--- config.mk ---
export PLATFORM = sky130hd
export DESIGN_NAME = jt1943_dwnld_map_flat
export DESIGN_NICKNAME = d
export VERILOG_FILES = /design/src/rtl/jt1943_dwnld_map_pkg.sv /design/src/rtl/jt1943_dwnld_map_if.sv /design/src/rtl/jt1943_dwnld_fifo.sv /design/src/rtl/jt1943_dwnld_map.sv /design/src/flat_wrapper.sv
export SDC_FILE = /design/constraint.sdc
export NUM_CORES = 1
export LEC_CHECK = 0
export ABC_AREA = 1
export CORE_ASPECT_RATIO = 0.5
export CORE_MARGIN = 2
export CORE_UTILIZATION = 45
export DETAILED_ROUTE_END_ITERATION = 10
export PLACE_DENSITY = 0.76
export SLEW_MARGIN = 30
export SYNTH_ARGS = -nofsm -noshare
export SYNTH_HDL_FRONTEND = slang
export SYNTH_SLANG_ARGS = --single-unit
export TNS_END_PERCENT = 1
--- constraint.sdc ---
create_clock -name clk -period 8.67 [get_ports clk]
set_clock_uncertainty 0.1 [all_clocks]
set_input_delay 1.734 -clock clk [delete_from_list [all_inputs] [get_ports clk]]
set_output_delay 1.734 -clock clk [all_outputs]
set_load 0.005 [all_outputs]
--- src/rtl/jt1943_dwnld_map_pkg.sv ---
`default_nettype none
// ============================================================================
//  Module      : jt1943_dwnld_pkg
//  Description : Shared types and the byte-to-SDRAM address mapping helper
//                for the ROM-download mapper.
//  Revision    : 1.0 - initial release
// ============================================================================
package jt1943_dwnld_pkg;

    localparam int FIFO_DEPTH = 4;

    typedef struct packed {
        logic [21:0] addr;
        logic [7:0]  data;
        logic [1:0]  mask;
    } prog_entry_t;

    typedef enum logic [1:0] {
        IDLE  = 2'd0,
        LOAD  = 2'd1,
        DRAIN = 2'd2,
        DONE  = 2'd3
    } dwnld_state_t;

    // Graphics bytes are rebased to the region start before halving, so the
    // byte lane comes from the rebased address rather than the raw one.
    function automatic prog_entry_t map_entry(
        input logic [21:0] a,
        input logic [7:0]  d,
        input logic [21:0] gfx_start,
        input logic [21:0] gfx_offset
    );
        prog_entry_t e;
        logic [21:0] rel;
        logic        is_gfx;
        is_gfx = (a >= gfx_start);
        rel    = is_gfx ? (a - gfx_start) : a;
        e.addr = is_gfx ? ({1'b0, rel[21:1]} + gfx_offset) : {1'b0, rel[21:1]};
        e.data = d;
        e.mask = rel[0] ? 2'b01 : 2'b10;
        return e;
    endfunction

endpackage
`default_nettype wire

--- src/rtl/jt1943_dwnld_map_if.sv ---
`default_nettype none
// ============================================================================
//  Module      : jt1943_dwnld_map_if
//  Description : HPS download stream, SDRAM programming port and PROM bus.
//  Revision    : 1.0 - initial release
// ============================================================================
interface jt1943_dwnld_map_if;
    logic        downloading;
    logic        ioctl_wr;
    logic [21:0] ioctl_addr;
    logic [7:0]  ioctl_data;
    logic        prog_rdy;
    logic        prog_we;
    logic [21:0] prog_addr;
    logic [7:0]  prog_data;
    logic [1:0]  prog_mask;
    logic        prom_we;
    logic [10:0] prom_addr;
    logic [7:0]  prom_data;
    logic        loop_rst;
    logic        dwnld_done;
    logic        overflow;

    modport master (
        output downloading, ioctl_wr, ioctl_addr, ioctl_data, prog_rdy,
        input  prog_we, prog_addr, prog_data, prog_mask,
        input  prom_we, prom_addr, prom_data, loop_rst, dwnld_done, overflow
    );

    modport slave (
        input  downloading, ioctl_wr, ioctl_addr, ioctl_data, prog_rdy,
        output prog_we, prog_addr, prog_data, prog_mask,
        output prom_we, prom_addr, prom_data, loop_rst, dwnld_done, overflow
    );
endinterface
`default_nettype wire

--- src/rtl/jt1943_dwnld_fifo.sv ---
`default_nettype none
// ============================================================================
//  Module      : jt1943_dwnld_fifo
//  Description : Small synchronous FIFO of SDRAM program entries; a push is
//                accepted when full as long as a pop happens the same cycle.
//  Revision    : 1.0 - initial release
// ============================================================================
module jt1943_dwnld_fifo
    import jt1943_dwnld_pkg::*;
(
    input  logic        clk,
    input  logic        rst,
    input  logic        push,
    input  logic        pop,
    input  prog_entry_t din,
    output prog_entry_t dout,
    output logic        full,
    output logic        empty
);
    localparam int                  c_addr_w = $clog2(FIFO_DEPTH);
    localparam logic [c_addr_w:0]   c_full   = (c_addr_w + 1)'(FIFO_DEPTH);
    localparam logic [c_addr_w-1:0] c_ptr_1  = 1;
    localparam logic [c_addr_w:0]   c_cnt_1  = 1;

    prog_entry_t         r_mem [FIFO_DEPTH];
    logic [c_addr_w-1:0] r_wr_ptr;
    logic [c_addr_w-1:0] r_rd_ptr;
    logic [c_addr_w:0]   r_count;
    logic                w_do_push;
    logic                w_do_pop;

    assign full      = (r_count == c_full);
    assign empty     = (r_count == '0);
    assign w_do_pop  = pop & ~empty;
    assign w_do_push = push & (~full | w_do_pop);
    assign dout      = r_mem[r_rd_ptr];

    always_ff @(posedge clk) begin
        if (rst) begin
            r_wr_ptr <= '0;
            r_rd_ptr <= '0;
            r_count  <= '0;
        end else begin
            if (w_do_push) r_wr_ptr <= r_wr_ptr + c_ptr_1;
            if (w_do_pop)  r_rd_ptr <= r_rd_ptr + c_ptr_1;
            case ({w_do_push, w_do_pop})
                2'b10:   r_count <= r_count + c_cnt_1;
                2'b01:   r_count <= r_count - c_cnt_1;
                default: r_count <= r_count;
            endcase
        end
    end

    always_ff @(posedge clk) begin
        if (w_do_push) r_mem[r_wr_ptr] <= din;
    end
endmodule
`default_nettype wire

--- src/rtl/jt1943_dwnld_map.sv ---
`default_nettype none
// ============================================================================
//  Module      : jt1943_dwnld_map
//  Description : Maps the HPS download byte stream onto SDRAM word writes and
//                PROM strobes, and sequences the game reset around the load.
//  Revision    : 1.0 - initial release
// ============================================================================
module jt1943_dwnld_map
    import jt1943_dwnld_pkg::*;
#(
    parameter logic [21:0] GFX_START  = 22'h1_8000,
    parameter logic [21:0] GFX_OFFSET = 22'h10_0000,
    parameter logic [21:0] PROM_START = 22'h3_C000
)(
    input  logic               clk,
    input  logic               rst,
    jt1943_dwnld_map_if.slave  bus
);
    dwnld_state_t r_state;
    dwnld_state_t w_state_nxt;
    logic         r_dl_q;
    logic         w_dl_rise;
    logic         w_is_prom;
    logic         w_push;
    logic         w_pop;
    logic         w_drop;
    logic         w_full;
    logic         w_empty;
    logic         w_loop_rst;
    logic         w_done;
    logic [10:0]  w_prom_addr;
    prog_entry_t  w_entry;
    prog_entry_t  w_head;
    logic         r_prom_we;
    logic [10:0]  r_prom_addr;
    logic [7:0]   r_prom_data;
    logic         r_overflow;

    assign w_is_prom   = (bus.ioctl_addr >= PROM_START);
    assign w_prom_addr = bus.ioctl_addr[10:0] - PROM_START[10:0];
    assign w_entry     = map_entry(bus.ioctl_addr, bus.ioctl_data, GFX_START, GFX_OFFSET);
    assign w_push      = bus.ioctl_wr & ~w_is_prom;
    assign w_pop       = ~w_empty & bus.prog_rdy;
    assign w_drop      = w_push & w_full & ~w_pop;
    assign w_dl_rise   = bus.downloading & ~r_dl_q;

    jt1943_dwnld_fifo u_fifo (
        .clk   (clk),
        .rst   (rst),
        .push  (w_push),
        .pop   (w_pop),
        .din   (w_entry),
        .dout  (w_head),
        .full  (w_full),
        .empty (w_empty)
    );

    // The FIFO head is the programming register; blank it when nothing is queued.
    assign bus.prog_we    = ~w_empty;
    assign bus.prog_addr  = w_empty ? '0 : w_head.addr;
    assign bus.prog_data  = w_empty ? '0 : w_head.data;
    assign bus.prog_mask  = w_empty ? '0 : w_head.mask;
    assign bus.prom_we    = r_prom_we;
    assign bus.prom_addr  = r_prom_addr;
    assign bus.prom_data  = r_prom_data;
    assign bus.loop_rst   = w_loop_rst;
    assign bus.dwnld_done = w_done;
    assign bus.overflow   = r_overflow;

    always_comb begin
        w_state_nxt = r_state;
        w_loop_rst  = 1'b0;
        w_done      = 1'b0;
        case (r_state)
            IDLE: begin
                if (w_dl_rise) w_state_nxt = LOAD;
            end
            LOAD: begin
                w_loop_rst = 1'b1;
                if (!bus.downloading) w_state_nxt = DRAIN;
            end
            DRAIN: begin
                w_loop_rst = 1'b1;
                if (w_dl_rise)    w_state_nxt = LOAD;
                else if (w_empty) w_state_nxt = DONE;
            end
            DONE: begin
                w_loop_rst  = 1'b1;
                w_done      = 1'b1;
                w_state_nxt = w_dl_rise ? LOAD : IDLE;
            end
            default: w_state_nxt = IDLE;
        endcase
    end

    always_ff @(posedge clk) begin
        if (rst) begin
            r_state     <= IDLE;
            r_dl_q      <= 1'b0;
            r_prom_we   <= 1'b0;
            r_prom_addr <= '0;
            r_prom_data <= '0;
            r_overflow  <= 1'b0;
        end else begin
            r_state   <= w_state_nxt;
            r_dl_q    <= bus.downloading;
            r_prom_we <= bus.ioctl_wr & w_is_prom;
            if (bus.ioctl_wr & w_is_prom) begin
                r_prom_addr <= w_prom_addr;
                r_prom_data <= bus.ioctl_data;
            end
            // A new download clears the flag, but a drop in that same cycle still counts.
            if (w_dl_rise)   r_overflow <= w_drop;
            else if (w_drop) r_overflow <= 1'b1;
        end
    end
endmodule
`default_nettype wire

--- src/flat_wrapper.sv ---
// flat-port wrapper written by rule: the top's interface ports become plain ports
module jt1943_dwnld_map_flat import jt1943_dwnld_pkg::*;
#(
    parameter logic [21:0] GFX_START  = 22'h1_8000,
    parameter logic [21:0] GFX_OFFSET = 22'h10_0000,
    parameter logic [21:0] PROM_START = 22'h3_C000
)
  (clk, rst, bus_downloading, bus_ioctl_wr, bus_ioctl_addr, bus_ioctl_data, bus_prog_rdy, bus_prog_we, bus_prog_addr, bus_prog_data, bus_prog_mask, bus_prom_we, bus_prom_addr, bus_prom_data, bus_loop_rst, bus_dwnld_done, bus_overflow);
  jt1943_dwnld_map_if bus_i ();
  input  logic clk;
  input  logic rst;
  input wire logic [$bits(bus_i.downloading)-1:0] bus_downloading;
  input wire logic [$bits(bus_i.ioctl_wr)-1:0] bus_ioctl_wr;
  input wire logic [$bits(bus_i.ioctl_addr)-1:0] bus_ioctl_addr;
  input wire logic [$bits(bus_i.ioctl_data)-1:0] bus_ioctl_data;
  input wire logic [$bits(bus_i.prog_rdy)-1:0] bus_prog_rdy;
  output wire logic [$bits(bus_i.prog_we)-1:0] bus_prog_we;
  output wire logic [$bits(bus_i.prog_addr)-1:0] bus_prog_addr;
  output wire logic [$bits(bus_i.prog_data)-1:0] bus_prog_data;
  output wire logic [$bits(bus_i.prog_mask)-1:0] bus_prog_mask;
  output wire logic [$bits(bus_i.prom_we)-1:0] bus_prom_we;
  output wire logic [$bits(bus_i.prom_addr)-1:0] bus_prom_addr;
  output wire logic [$bits(bus_i.prom_data)-1:0] bus_prom_data;
  output wire logic [$bits(bus_i.loop_rst)-1:0] bus_loop_rst;
  output wire logic [$bits(bus_i.dwnld_done)-1:0] bus_dwnld_done;
  output wire logic [$bits(bus_i.overflow)-1:0] bus_overflow;
  assign bus_i.downloading = bus_downloading;
  assign bus_i.ioctl_wr = bus_ioctl_wr;
  assign bus_i.ioctl_addr = bus_ioctl_addr;
  assign bus_i.ioctl_data = bus_ioctl_data;
  assign bus_i.prog_rdy = bus_prog_rdy;
  assign bus_prog_we = bus_i.prog_we;
  assign bus_prog_addr = bus_i.prog_addr;
  assign bus_prog_data = bus_i.prog_data;
  assign bus_prog_mask = bus_i.prog_mask;
  assign bus_prom_we = bus_i.prom_we;
  assign bus_prom_addr = bus_i.prom_addr;
  assign bus_prom_data = bus_i.prom_data;
  assign bus_loop_rst = bus_i.loop_rst;
  assign bus_dwnld_done = bus_i.dwnld_done;
  assign bus_overflow = bus_i.overflow;
  jt1943_dwnld_map #(.GFX_START(GFX_START), .GFX_OFFSET(GFX_OFFSET), .PROM_START(PROM_START)) u_core (.clk(clk), .rst(rst), .bus(bus_i));
endmodule
# Word level (Yosys, flattened, before mapping)
# Memories as Yosys holds them, arrays and structs flattened. A register that Yosys moved wholly into a read port is not among the register bits.
# Index checks and enable logic that the tools add are counted.
totals:
  reg_bits: 31
  ram_bits: 128
  in_bits: 35
  out_inout_bits: 56
  elab_cells: 68
  n_memories: 1
op_classes:
  add_sub_neg: 6
  magnitude_cmp: 2
  eq_ne: 9
  mux: 21
  bitwise_logic: 14
  reduce_logical: 6
mem_list:
  columns: ["name", "depth", "width", "rd", "rd_clocked_by_memory_dff", "write_ports", "line_no", "source"]
  rows:
  - ["u_core.u_fifo.r_mem", 4, 32, 1, 1, 1, "jt1943_dwnld_fifo.sv:25", "prog_entry_t r_mem [FIFO_DEPTH];"]
op_table:
  columns: ["op", "n"]
  rows:
  - ["$mux W22", 3]
  - ["$add A21 B21 Y22 const B", 1]
  - ["$ge A22 B17 Y1 const B", 1]
  - ["$ge A22 B18 Y1 const B", 1]
  - ["$sub A22 B17 Y22 const B", 1]
  - ["$mux W2", 8]
  - ["$and A1 B1 Y1", 8]
  - ["$mux W8", 1]
  - ["$pmux W2 S4", 1]
  - ["$mux W1", 7]
  - ["$eq A2 B2 Y1 const B", 3]
  - ["$pmux W3 S2", 1]
  - ["$not A1 Y1", 5]
  - ["$add A2 B1 Y2 const B", 2]
  - ["$eq A2 B1 Y1 const B", 2]
  - ["$reduce_bool A2 Y1", 2]
  - ["$add A3 B1 Y3 const B", 1]
  - ["$eq A3 B3 Y1 const B", 1]
  - ["$logic_not A3 Y1", 1]
  - ["$ne A3 B1 Y1 const B", 1]
  - ["$reduce_and A3 Y1", 1]
  - ["$reduce_or A3 Y1", 1]
  - ["$sub A3 B1 Y3 const B", 1]
  - ["$logic_not A2 Y1", 1]
  - ["3 further kinds", 3]

# Depth between registers and ports, before layout
# Gate-level depths: netlist of the first run.
logic_depth:
  word_depth: 8
  ltp_mapped: 12
  depth_no_buf: 12

# By module
# Synthesis of the first run repeated with hierarchy kept, for this count alone.
hier_totals:
  hier_cells: 650
  hier_area_um2: 6822.8
by_module_without_submodules:
  columns: ["mod", "n_inst", "cells_each", "area_per_inst_um2", "seq_area_each_um2"]
  rows:
  - ["jt1943_dwnld_fifo", 1, 376, 5246.3, 4023.9]
  - ["jt1943_dwnld_map", 1, 274, 1576.5, 480.5]

# Worst setup path after synthesis of the first run
# Ideal clock, no wire load.
synth_path:
  path_type: "input-to-reg"
  startpoint: "input port bus_ioctl_addr[18]"
  endpoint: "memory u_core.u_fifo.r_mem[0][0] (netlist bit) (enable)"
  setup_time_ns: 0.421
  arrival_time_ns: 3.652
  required_time_ns: 8.149
  setup_slack_ns: 4.497
  cell_stages: 5
  n_path_buf: 0
  path_cell_list: "nor2_2 nand2_2 nor2_4 nand3_1 nor2_1"
synth_via:
  elab_chain_len: 6
synth_rtl:
  columns: ["element", "line_no", "source"]
  rows:
  - ["start, declared", "flat_wrapper.sv:14", "input wire logic [$bits(bus_i.ioctl_addr)-1:0] bus_ioctl_addr;"]
  - ["$ge A22 B18 Y1", "jt1943_dwnld_map.sv:39", "assign w_is_prom = (bus.ioctl_addr >= PROM_START);"]
  - ["$not A1 Y1", "jt1943_dwnld_map.sv:42", "assign w_push = bus.ioctl_wr & ~w_is_prom;"]
  - ["$and A1 B1 Y1", "jt1943_dwnld_map.sv:42", null]
  - ["$and A1 B1 Y1", "jt1943_dwnld_fifo.sv:35", "assign w_do_push = push & (~full | w_do_pop);"]
  - ["$mux W1", "jt1943_dwnld_fifo.sv:55", "if (w_do_push) r_mem[r_wr_ptr] <= din;"]
  - ["$mux W1 (implied by the code)", "jt1943_dwnld_fifo.sv:55", null]
  - ["end, declared", "jt1943_dwnld_fifo.sv:25", null]
# Every way passes these cells.

==> flow_summary.ini, run 1 <==
[status]
status = completed

[placed_design]
hpwl_um = 8520
portBuffers = 90
gp_congestion = 0.813

[synthesis]
syn_area_um2 = 6460
synth_edf_count = 128
ys_seq_elements = 161
post-synth-top-count-cell = nor2_1
ys_async_sr_fraction_pct = 0
yosys.area.top_type = edfxtp_1
synth_commonest_cells = nor2_1, edfxtp_1, o21ai_0, a21oi_1, dfxtp_1
synth.avg_cell_area_um2 = 10.9
synth-main-ff-cell = edfxtp_1
synthTopCellsByArea = edfxtp_1, nor2_1, dfxtp_1
synth_seq_area_share_pct = 69.8
ys_types = 27
yosys.area.top_type_share_pct = 59.5
syn-num-nets = 634
yosys_warnings = 0
synth_cells = 593

[power_and_ir_drop]
share_comb_of_total_power_pct = 16.3
p_total_mw = 1.87
swShare_pct = 27.1
switchingPower_mw = 0.508
peakVddDrop_v = 0.000134
power.density_nw_per_um2 = 229
clkPwrFrac_pct = 38.0
p_leak_nw = 2.89
p_seq_share_pct = 45.7
p_int_mw = 1.37

[critical_path]
worstPathRequired_ps = 6840
crit_path_max_fanout = 65
end_kind = output port
cp-start-kind = register
cp.arrival_ps = 3110
worstSetupPathType = register to output port

[timing]
fmax_mhz = 202
fin_crit_sh_pct = 57.1
setup_violations = 0
fin_setup_tns_ps = 0
tightest_slew_ps = 878
rsz0062_at_grt = false
hold_viol = 0
fin_hold_ws_ps = 375
slew_violations = 0
max-slew-margin-rel_pct = 41.4
fin_crit_ps = 4950

[cts]
cts_buffers = 17
clock_sinks = 161
cts_resized = 0
cts_buffer_depth = 2
cts-root-buf = clkbuf_16
htreeDepth = 4
cts_tree = built
holdBufCountCts = 0
post_cts_buffers = 0
cts.clk_slew.worst_paths_ps = 70
clkLatencyLatePin_ps = 420

[floorplanning]
coreArea_um2 = 13800
die_x_um = 173
dieArea_um2 = 15400
rows = 30
start_util_pct = 46.9
die_h_um = 88.7
ioPinCount = 91

[layout]
fillers = 1099
drive_above_1_share_pct = 8.23
num-nets-final = 721
area_growth_syn_to_layout_pct = 26.8
n_antenna_cell = 0

[global_route]
grt_pass1_vias = 4520
antenna_found_initial = 0
grt-ovfl-total = 0
grt_use_total_pct = 19.1
grt_pass1_wl_um = 22700
grt_max_degree = 66

[drt]
drt-initial-drc-count = 377
routedWlPerCell_um = 16.0
first_pass_iters = 5
ant_nets = 0
route.detailed.drc = 0
route.met3.wl_um = 722
wl_met1_um = 6510
highest_layer = met4
via_count = 4468
via_per_inst = 5.05
wl_met2_um = 6690
routed_wl_um = 14200

[hold_path]
hold_class = register to register

[flow_run]
cap_violations = 0
## critical path: stages, from the launching register on
cell and delay (ps):
dfxtp_2 310, buf_4 500, clkinv_2 790, o21ai_0 430
a21oi_1 140, clkdlybuf4s50_1 470
## power groups by stage
| stage | logic [mW] | registers, mW | clock network, mW |
|---|---|---|---|
| floorplan | 0.146 | 0.873 | 0 |
| global placement | 0.299 | 0.873 | 0 |
| detailed placement | 0.304 | 0.873 | 0 |
| CTS | 0.307 | 0.856 | 0.723 |
| global route | 0.338 | 0.858 | 0.756 |
| finish | 0.305 | 0.856 | 0.713 |
## registers in the layout, indices dropped and copies added (netlist names), named ones only
register,flops
u_core.bus.prom_data,8
u_core.u_fifo.r_wr_ptr,2
u_core.u_fifo.r_count,3
u_core.bus.prom_addr,11
u_core.bus.overflow,1
u_core.bus.prom_we,1
u_core.r_dl_q,1
u_core.u_fifo.r_mem,128
u_core.r_state,2
u_core.u_fifo.r_rd_ptr,2
## metal layers
| metal | track usage, % | vias up |
|---|---|---|
| met5 | 0 | - |
| met4 | 7.40 | 0 |
| met3 | 4.12 | 19 |
| met2 | 32.5 | 138 |
| met1 | 24.7 | 2118 |
| li1 | - | 2193 |
## worst paths after layout
check / start / cells past startpoint / to / slack (ps)
max: register / 5 / bus_prog_data[2] / 3720
min: u_core.u_fifo.r_rd_ptr[0] / 1 / register / 380
max reg2reg: u_core.u_fifo.r_count[1] / 5 / u_core.u_fifo.r_mem[3][21] / 6420
min reg2reg: u_core.u_fifo.r_rd_ptr[0] / 1 / register / 380
## layout by cell type, fill, tap and decap left out, drive strengths merged, types with 2 or more instances in the layout
| cell | count |
|---|---|
| a21oi | 45 |
| buf | 7 |
| clkbuf | 17 |
| clkdlybuf4s50 | 90 |
| clkinv | 6 |
| clkinvlp | 3 |
| dfxtp | 33 |
| edfxtp | 128 |
| ha | 5 |
| inv | 40 |
| nand2 | 24 |
| nand3 | 7 |
| nand4 | 2 |
| nor2 | 188 |
| o21ai | 90 |
| xor2 | 3 |
## logic make-up (layout without fill, tap and decap cells)
logic type               count (synthesis)  after routing  synth area share [%]
buffers and inverters                   63            163                  4.13
multiplexers                             1              1                 0.174
AND/OR/NAND/NOR                        222            222                  13.4
adder cells (fa/ha/maj)                  6              6                  1.28
XOR/XNOR                                 4              4                 0.543
flip-flops                             161            161                  69.8
AO/OA/AOI/OAI                          136            136                  10.7
## stage by stage
| step | instances | worst slack, ps | util [%] | cell area [um^2] |
|---|---|---|---|---|
| 2_1_floorplan | 593 | 4500 | - | 6460 |
| 3_3_place_gp | 849 | 4220 | 54.5 | 7510 |
| 3_5_place_dp | 850 | 4170 | 54.7 | 7540 |
| 4_1_cts | 882 | 3930 | 58.9 | 8110 |
| 5_1_grt | 885 | 3440 | 59.4 | 8180 |
| 6_report | 885 | 3720 | 59.4 | 8180 |
## final cells by class
| type | count | area [um^2] | share of cell area [%] |
|---|---|---|---|
| Tap cell | 192 | 240 | 2.94 |
| Inverter | 34 | 129 | 1.57 |
| Clock inverter | 15 | 148 | 1.80 |
| Clock buffer | 17 | 425 | 5.20 |
| Multi-Input combinational cell | 369 | 1720 | 21.0 |
| Sequential cell | 161 | 4510 | 55.1 |
| Timing Repair Buffer | 97 | 1020 | 12.5 |
No activity file was read; power rests on OpenSTA's default activity.
==> run 2: changes to the inputs <==
Settings changed: PLACE_DENSITY 0.76 to 0.78.
Clock period 8.67 ns to 4.1 ns, I/O delays scaled along.
==> run 2 against run 1 <==
Compared with the run above: register-to-register slack got worse by 4300 ps; wire length about the same; combinational power increased by 110%; total power increased by 110%; cell count increased by 0.34%; clock-buffer cell count unchanged; via count increased by 1.4%; hold slack got worse by 9.3 ps; largest cell class unchanged.
==> flow_summary.ini, run 2 (same netlist as run 1, synthesis figures left out) <==
[flow_run]
cap_violations = 0

[cts]
clock_sinks = 161
cts-root-buf = clkbuf_16
cts_buffers = 17
cts_tree = built
cts.clk_slew.worst_paths_ps = 60
cts_buffer_depth = 2
cts_resized = 0
post_cts_buffers = 0
holdBufCountCts = 0
clkLatencyLatePin_ps = 420
htreeDepth = 4

[drt]
route.detailed.drc = 0
via_per_inst = 5.10
via_count = 4529
first_pass_iters = 5
drt-initial-drc-count = 424
routedWlPerCell_um = 15.9
ant_nets = 0
routed_wl_um = 14200

[layout]
mostFrequentLayoutCell = nor2_1
area_growth_syn_to_layout_pct = 25.8
drive_above_1_share_pct = 8.33
layout.cells.non_filler = 888
fillers = 1068
final_cell_mix = nor2_1, edfxtp_1, clkdlybuf4s50_1
n_antenna_cell = 0
final_core_util_pct = 59.0
largest_register_ffs = 128
regMostFlops = u_core.u_fifo.r_mem
num-nets-final = 724
design_area_um2 = 8120

[status]
status = completed

[global_route]
grt_pass1_wl_um = 22200
antenna_found_initial = 0
grt_max_degree = 65
grt-ovfl-total = 0
grt_use_total_pct = 19.1
grt_pass1_vias = 4533

[floorplanning]
ioPinCount = 91
die_h_um = 88.7
die_x_um = 173
rows = 30
dieArea_um2 = 15400
coreArea_um2 = 13800
start_util_pct = 46.9

[timing]
fin_setup_tns_ps = 0
hold_viol = 0
setup_ws_ps = 666
slew_violations = 0
tightest_slew_ps = 909
fin_crit_sh_pct = 83.8
fmax_mhz = 291
setup_violations = 0
max-slew-margin-rel_pct = 39.3
rsz0062_at_grt = false
fin_crit_ps = 3430

[placed_design]
gp_congestion = 0.785
hpwl_um = 8950
portBuffers = 90
dp_cells = 856
placed_area_um2 = 7560
place_ws_ps = 851

[critical_path]
end_kind = output port
cp.arrival_ps = 2510
worstPathRequired_ps = 3180
cpMaxStageDelayCell = inv_1
path_cells = nor2_1 -> nand2_1 -> inv_1 -> buf_4 -> a21oi_1 -> clkdlybuf4s50_1
cp-start-kind = register
worstSetupPathType = register to output port
crit_path_max_fanout = 19
slowest_delay_ps = 570

[power_and_ir_drop]
peakVddDrop_v = 0.000309
p_leak_nw = 2.88
power.density_nw_per_um2 = 486

[hold_path]
hold_class = register to register
-- run 2: cell types whose count changed in the layout (fill, tap and decap cells not counted), sizes merged --
cell,delta
buf,+3
bufinv,+1
inv,-1
-- run 2: worst max-delay path, delay by kind of cell (launching register included) --
kind / cells / cell delay [ps]
AOI/OAI and AO/OA: 1 / 90
DFF: 1 / 320
and+or+nand+nor: 2 / 290
buffers and inverters: 3 / 1390
-- run 2: routing by layer --
layer  track usage, %  vias up  routed length (um)
li1                 -     2205                   -
met1             23.8     2176                6220
met2             33.1      129                7030
met3             4.42       19                 712
met4             7.86        0                 187
met5                0        -                   0
-- run 2: cell type report --
type | count | area, um^2 | share of cell area, %
inverter | 34 | 128 | 1.57
clock buffer | 17 | 425 | 5.24
sequential | 161 | 4510 | 55.5
clock inverter | 15 | 131 | 1.62
multi-input combinational | 369 | 1720 | 21.1
timing repair buffer | 100 | 976 | 12.0
tap | 192 | 240 | 2.96
-- run 2: power by group --
part	internal, mW	total (mW)	switching, mW
clock network	0.839	1.49	0.648
logic	0.289	0.644	0.355
registers	1.80	1.81	0.0172
-- run 2: worst paths after layout --
kind	startpoint	endpoint	slack [ps]	depth (start not counted)
max	u_core.u_fifo.r_count[0]	bus_prog_data[5]	670	6
min	u_core.bus.overflow	u_core.bus.overflow	370	2
max reg2reg	u_core.u_fifo.r_count[2]	u_core.u_fifo.r_mem[2][18]	2100	6
min reg2reg	u_core.bus.overflow	u_core.bus.overflow	370	2
-- run 2: through the flow --
| step | hold slack (ps) | power [mW] |
|---|---|---|
| final | 366 | 3.94 |
| after global routing | 383 | 4.11 |
| after CTS | 370 | 3.97 |
| after detailed placement | 361 | 2.49 |
| after global placement | 352 | 2.48 |
| after floorplan | 336 | 2.16 |
